[src/rtl/microc_stack_dp.sv]
// microc_stack_dp: microc datapath (PC, register file, ALU, zero flag) with a hardware return stack
// Ports:
//   clk, reset (async, active-low)
//   instr          instruction word at address pc (combinational ROM read)
//   s_inc          1: pc+1, 0: jump to target
//   s_inm          1: write back immediate, 0: write back ALU result
//   we, wez        register-file / zero-flag write enables
//   alu_op         ALU operation select
//   s_push, s_pop  subroutine call / return strobes
//   pc, opcode     program counter and instruction opcode field
//   zero           registered zero flag
//   stk_level      entries on the return stack
//   stk_ovf/unf    sticky overflow / underflow flags
module microc_stack_dp #(
    parameter int DATA_W      = 8,
    parameter int PC_W        = 10,
    parameter int REG_AW      = 4,
    parameter int INSTR_W     = 16,
    parameter int STACK_DEPTH = 4
) (
    input  logic                               clk,
    input  logic                               reset,
    input  logic [INSTR_W-1:0]                 instr,
    input  logic                               s_inc,
    input  logic                               s_inm,
    input  logic                               we,
    input  logic                               wez,
    input  logic [2:0]                         alu_op,
    input  logic                               s_push,
    input  logic                               s_pop,
    output logic [PC_W-1:0]                    pc,
    output logic [5:0]                         opcode,
    output logic                               zero,
    output logic [$clog2(STACK_DEPTH+1)-1:0]   stk_level,
    output logic                               stk_ovf,
    output logic                               stk_unf
);
    localparam int NREG  = 2 ** REG_AW;
    localparam int LVL_W = $clog2(STACK_DEPTH + 1);
    localparam int SP_W  = STACK_DEPTH > 1 ? $clog2(STACK_DEPTH) : 1;

    logic [DATA_W-1:0] regs [NREG];
    logic [PC_W-1:0]   stk  [STACK_DEPTH];
    logic [REG_AW-1:0] ra, rb, rd;
    logic [DATA_W-1:0] imm, a, b, alu_y;
    logic [PC_W-1:0]   target, pc_inc;
    logic [SP_W-1:0]   top_idx, push_idx;
    logic              stk_full, stk_empty;

    assign opcode    = instr[INSTR_W-1 -: 6];
    assign ra        = instr[3*REG_AW-1 -: REG_AW];
    assign rb        = instr[2*REG_AW-1 -: REG_AW];
    assign rd        = instr[REG_AW-1:0];
    assign imm       = instr[DATA_W+REG_AW-1:REG_AW];
    assign target    = instr[PC_W-1:0];
    assign pc_inc    = pc + 1'b1;
    assign a         = ra == '0 ? '0 : regs[ra];
    assign b         = rb == '0 ? '0 : regs[rb];
    assign stk_full  = stk_level == LVL_W'(STACK_DEPTH);
    assign stk_empty = stk_level == '0;
    // Stack grows upward: level-1 is the top entry, level is the next free slot.
    assign top_idx   = SP_W'(stk_level - 1'b1);
    assign push_idx  = SP_W'(stk_level);

    always_comb begin
        alu_y = '0;
        case (alu_op)
            3'b000:  alu_y = a;
            3'b001:  alu_y = ~a;
            3'b010:  alu_y = a + b;
            3'b011:  alu_y = a - b;
            3'b100:  alu_y = a & b;
            3'b101:  alu_y = a | b;
            3'b110:  alu_y = '0 - a;
            default: alu_y = '0 - b;
        endcase
    end

    always_ff @(posedge clk or negedge reset) begin
        if (!reset) begin
            pc        <= '0;
            zero      <= 1'b0;
            stk_level <= '0;
            stk_ovf   <= 1'b0;
            stk_unf   <= 1'b0;
            for (int i = 0; i < NREG; i++) regs[i] <= '0;
            for (int i = 0; i < STACK_DEPTH; i++) stk[i] <= '0;
        end else begin
            if (we && rd != '0) regs[rd] <= s_inm ? imm : alu_y;
            if (wez) zero <= alu_y == '0;
            // Simultaneous push and pop is defined as a no-op on PC, stack and flags.
            if (!(s_push && s_pop)) begin
                if (s_pop) begin
                    if (!stk_empty) begin
                        pc        <= stk[top_idx];
                        stk_level <= stk_level - 1'b1;
                    end else begin
                        stk_unf <= 1'b1;
                    end
                end else if (s_push) begin
                    if (!stk_full) begin
                        stk[push_idx] <= pc_inc;
                        pc            <= target;
                        stk_level     <= stk_level + 1'b1;
                    end else begin
                        stk_ovf <= 1'b1;
                    end
                end else begin
                    pc <= s_inc ? pc_inc : target;
                end
            end
        end
    end
endmodule

[config.mk]
export PLATFORM = sky130hd
export DESIGN_NAME = microc_stack_dp
export DESIGN_NICKNAME = d
export VERILOG_FILES = /design/src/rtl/microc_stack_dp.sv
export SDC_FILE = /design/constraint.sdc
export NUM_CORES = 1
export LEC_CHECK = 0
export ABC_AREA = 1
export CORE_MARGIN = 3
export CORE_UTILIZATION = 45
export CTS_CLUSTER_SIZE = 40
export DETAILED_ROUTE_END_ITERATION = 8
export DONT_BUFFER_PORTS = 1
export PLACE_DENSITY_LB_ADDON = 0.12
export SYNTH_ARGS = -nofsm -noshare
export SYNTH_HDL_FRONTEND = slang
export SYNTH_SLANG_ARGS = --single-unit
[constraint.sdc]
create_clock -name clk -period 4.4 [get_ports clk]
set_clock_uncertainty 0.1 [all_clocks]
set_input_delay 0.66 -clock clk [delete_from_list [all_inputs] [get_ports clk]]
set_output_delay 0.66 -clock clk [all_outputs]
set_load 0.01 [all_outputs]
==> run metrics <==
number of antenna violations at the first check in global routing=0; total setup buffers inserted after CTS=0; die area=0.0291 mm²; CP arrival=4.33 ns; Yosys warnings=0; number of max-slew violations in the final report=0; clock slew at reported path FFs=approximately 0.07 ns; initial core utilization=46.2%; number of enable flip-flop cells after synthesis=0; Yosys top cell by area=sky130_fd_sc_hd__dfrtp_1; Filler Cells Inserted=~2700; maximum root-to-sink buffer count=2; synth top area cells=sky130_fd_sc_hd__dfrtp_1, sky130_fd_sc_hd__nand2_1, sky130_fd_sc_hd__nand3_1, sky130_fd_sc_hd__inv_1, sky130_fd_sc_hd__o21ai_0; Design Power=between 6 and 7 mW; top cells by count, synth=sky130_fd_sc_hd__nand2_1, sky130_fd_sc_hd__inv_1, sky130_fd_sc_hd__nand3_1; HPWL after detailed placement=26.0 mm; predominant post-synthesis flop cell=sky130_fd_sc_hd__dfrtp_1; share of flip-flops with an asynchronous set or reset=100%; cell row count=59; adder and majority cell fraction of the synthesized area=2.01%; simple-gate share of the synthesized area=about a third; run status=finished with violations; Hold Path Class=primary input to asynchronous set/reset pin; clk_lat worst skew=0.44 ns; cell count after synthesis=1790; Area growth syn-to-layout=5.62%; setup repair after global routing missed its margin=false; Synth Net Count=1836; endpoints failing hold=184; most frequently used cell type in the post-synthesis netlist=sky130_fd_sc_hd__nand2_1; first drt pass iteration count=5; pin count of the biggest net entering global routing=between 150 and 200; data required time of the worst path=4.62 ns; cell at the slowest stage of the critical path=sky130_fd_sc_hd__ha_1; CP peak stage delay=0.31 ns; grt ovf=0; total power per unit cell area=500 mW/mm²; total number of nets in the final design=roughly 1800; antenna-violating nets left=0; kind of cell with the highest combined delay on the critical path=simple AND/OR/NAND/NOR gates; height of the die=170 µm; Post-Synth XOR/XNOR Area=1.01%; synthesized area divided by synthesized cell count=about 6.8 µm²; number of register bits inferred by synthesis=184; clock network fraction of total power=~25%; maximum capacitance violations=0; startpoint kind of the worst setup timing path=primary input; final design instance area without fill=0.0129 mm²; count of different cell masters after synthesis=44; horizontal die dimension=170 µm; number of sinks handled by clock tree synthesis=184; length of routed met3 wiring=between 1.5 and 2 mm; transition time at the pin with the least slew margin=1.04 ns; worst vdd rail ir drop=about 0.00024 V; Setup crit end kind=register; Worst Hold Margin=-0.185 ns; wire length of the first global-routing pass=59.5 mm; proportion of synthesized area in mux cells=0%; sequential fraction of the synthesis area=between 30% and 40%; Relative slew margins=30.3%; crit-path most repeated cell=sky130_fd_sc_hd__nand2_1; area fraction of the dominant cell type after synthesis=37.8%; clock tree from TritonCTS=done; dominant combinational cell family by area after synthesis=simple AND/OR/NAND/NOR gates; average routed wire per standard cell=17.8 µm; remaining design rule violation count=0; switching power share of the total=39.9%; area post-placement=0.0123 mm²; number of global-route vias before repair=10600; complex-gate fraction of the synthesized area=13.5%; part of the cycle the worst path needs=93.2%; largest fanout on the critical path=81; fraction of layout instances using a drive strength above 1=8.20%; count of endpoints failing setup in the final report=0; post-detailed-routing wire length=37.3 mm; sum of met2 wire segment lengths after detailed routing=16.6 mm; vias after detailed routing=11300; highest routed metal layer=met4; iteration-0 DRC count of the detailed router=1134; Final TNS setup=0 ns; TritonCTS buffer count=17; all-layer global routing usage=26.2%; final period demand of the worst path=4.10 ns; number of buffer and inverter stages on the critical path=6; Metal-1 WL=17.8 mm; area of the core region=0.0264 mm²; number of H-tree branching levels=4; net switching power figure=2.56 mW; part of the power in combinational logic=35.5%; internal power component=3.86 mW; clock root buffer master=sky130_fd_sc_hd__clkbuf_16; violations in the final reports=negative hold slack; Post-Layout Cell Count=2091; count of boundary I/O pins=49; cell area after synthesis=0.0122 mm²; leakage dissipation=approximately 6.6 nW; count of placed standard cells including taps=between 2000 and 2500; final weighted congestion of routability-driven global placement=0.959; share of power burned in registers=40.0%; I/O Buffers=0; FMAX=about 0.24 GHz; kind of critical path=primary input to register; diode insertion count for antenna repair=0; average via count per standard cell=5.41
==> registers in the layout (all words and copies together), names as in the netlist <==
register,flops
zero,1
pc,10
stk_level,3
stk_ovf,1
regs,128
stk_unf,1
stk,40
==> placed cells by master (no fill, tap or decap), types with 4 or more instances in the layout <==
| cell type | count |
|---|---|
| sky130_fd_sc_hd__or2_2 | 5 |
| sky130_fd_sc_hd__nor2_2 | 4 |
| sky130_fd_sc_hd__nand2_1 | 616 |
| sky130_fd_sc_hd__o21ai_2 | 13 |
| sky130_fd_sc_hd__inv_2 | 10 |
| sky130_fd_sc_hd__nor3_1 | 8 |
| sky130_fd_sc_hd__a21oi_1 | 37 |
| sky130_fd_sc_hd__buf_12 | 6 |
| sky130_fd_sc_hd__o21ai_0 | 163 |
| sky130_fd_sc_hd__buf_4 | 31 |
| sky130_fd_sc_hd__o211ai_1 | 35 |
| sky130_fd_sc_hd__nand3_1 | 200 |
| sky130_fd_sc_hd__dfrtp_1 | 184 |
| sky130_fd_sc_hd__xor2_1 | 11 |
| sky130_fd_sc_hd__o21ai_1 | 29 |
| sky130_fd_sc_hd__ha_1 | 18 |
| sky130_fd_sc_hd__nor2_1 | 71 |
| sky130_fd_sc_hd__clkinv_2 | 5 |
| sky130_fd_sc_hd__inv_1 | 219 |
| sky130_fd_sc_hd__nand3_2 | 11 |
| sky130_fd_sc_hd__clkbuf_16 | 17 |
| sky130_fd_sc_hd__nand2_2 | 21 |
| sky130_fd_sc_hd__o22ai_1 | 4 |
==> path summary, 6_finish.rpt <==
path,from,slack (ns),end,depth (start not counted)
setup / recovery,instr[4],0.30,regs[47]$_DFFE_PN0P_,29
hold / removal,reset,-0.19,stk[34]$_DFFE_PN0P_,0
hold reg to reg,regs[124]$_DFFE_PN0P_,0.28,regs[124]$_DFFE_PN0P_,0
setup reg to reg,regs[32]$_DFFE_PN0P_,0.46,regs[47]$_DFFE_PN0P_,27
min in group clk,s_pop,0.28,stk_unf$_DFFE_PN0P_,1
max in group asynchronous,reset,3.93,regs[28]$_DFFE_PN0P_,0
==> kinds of logic (layout without fill, tap and decap cells) <==
group | after synthesis | count (layout)
AO/OA/AOI/OAI | 292 | 292
XOR/XNOR | 14 | 14
adder cells (fa/ha/maj) | 19 | 19
buffers and inverters | 336 | 302
flip-flops | 184 | 184
AND/OR/NAND/NOR | 945 | 945
==> final cells by class <==
type | instances | area (µm²) | area share (%)
sequential | 184 | 4600 | 35.8
clock inverter | 14 | 148 | 1.15
tap | 335 | 419 | 3.26
clock buffer | 18 | 439 | 3.42
inverter | 233 | 880 | 6.84
timing repair buffer | 37 | 353 | 2.74
multi-input combinational | 1270 | 6020 | 46.8
==> worst register-to-register path, cell delays in order, from the launching register on <==
cell and delay (ns):
sky130_fd_sc_hd__dfrtp_1 0.39, sky130_fd_sc_hd__inv_1 0.09, sky130_fd_sc_hd__nand2_1 0.06, sky130_fd_sc_hd__o211ai_1 0.11, sky130_fd_sc_hd__nand3_1 0.11, sky130_fd_sc_hd__nand3_1 0.08, sky130_fd_sc_hd__nand2_1 0.12, sky130_fd_sc_hd__nand2_1 0.12
sky130_fd_sc_hd__ha_1 0.17, sky130_fd_sc_hd__nand3_1 0.11, sky130_fd_sc_hd__o21ai_0 0.20, sky130_fd_sc_hd__xor2_1 0.16, sky130_fd_sc_hd__inv_1 0.05, sky130_fd_sc_hd__ha_1 0.31, sky130_fd_sc_hd__a21oi_1 0.16, sky130_fd_sc_hd__o21ai_0 0.11
sky130_fd_sc_hd__a31oi_1 0.31, sky130_fd_sc_hd__inv_1 0.08, sky130_fd_sc_hd__nand3_1 0.11, sky130_fd_sc_hd__nand2_2 0.08, sky130_fd_sc_hd__inv_2 0.04, sky130_fd_sc_hd__nand2_1 0.05, sky130_fd_sc_hd__nand3_2 0.07, sky130_fd_sc_hd__nand2_2 0.07
sky130_fd_sc_hd__nand2_2 0.08, sky130_fd_sc_hd__nand3_4 0.23, sky130_fd_sc_hd__nand3_1 0.19, sky130_fd_sc_hd__nand2_1 0.07
==> metrics by stage <==
stage               util (%)  worst slack (ns)
global route            48.8            0.0198
floorplan                  -             0.512
global placement        46.6           -0.0285
CTS                     48.8             0.419
finish                  48.8             0.298
detailed placement      46.6           -0.0266
==> metal layers <==
| metal | track usage, % | up-vias |
|---|---|---|
| li1 | - | 5562 |
| met1 | 37.8 | 5379 |
| met2 | 40.7 | 309 |
| met3 | 3.93 | 56 |
| met4 | 8.18 | 0 |
| met5 | 0 | - |
==> power by group through the flow <==
stage          Combinational [mW]  Clock [mW]  Sequential, mW
5_1_grt                      2.62        1.67            2.64
2_1_floorplan                1.76           0            2.48
3_3_place_gp                 2.23           0            2.58
3_5_place_dp                 2.26           0            2.60
4_1_cts                      2.27        1.60            2.57
6_report                     2.28        1.57            2.57
==> repair_timing <==
item | CTS | global route
setup endpoints to repair | 0 | 0
resized for setup | 0 | 0
hold endpoints to repair | 184 | 184
(Power assumes the default switching activity.)
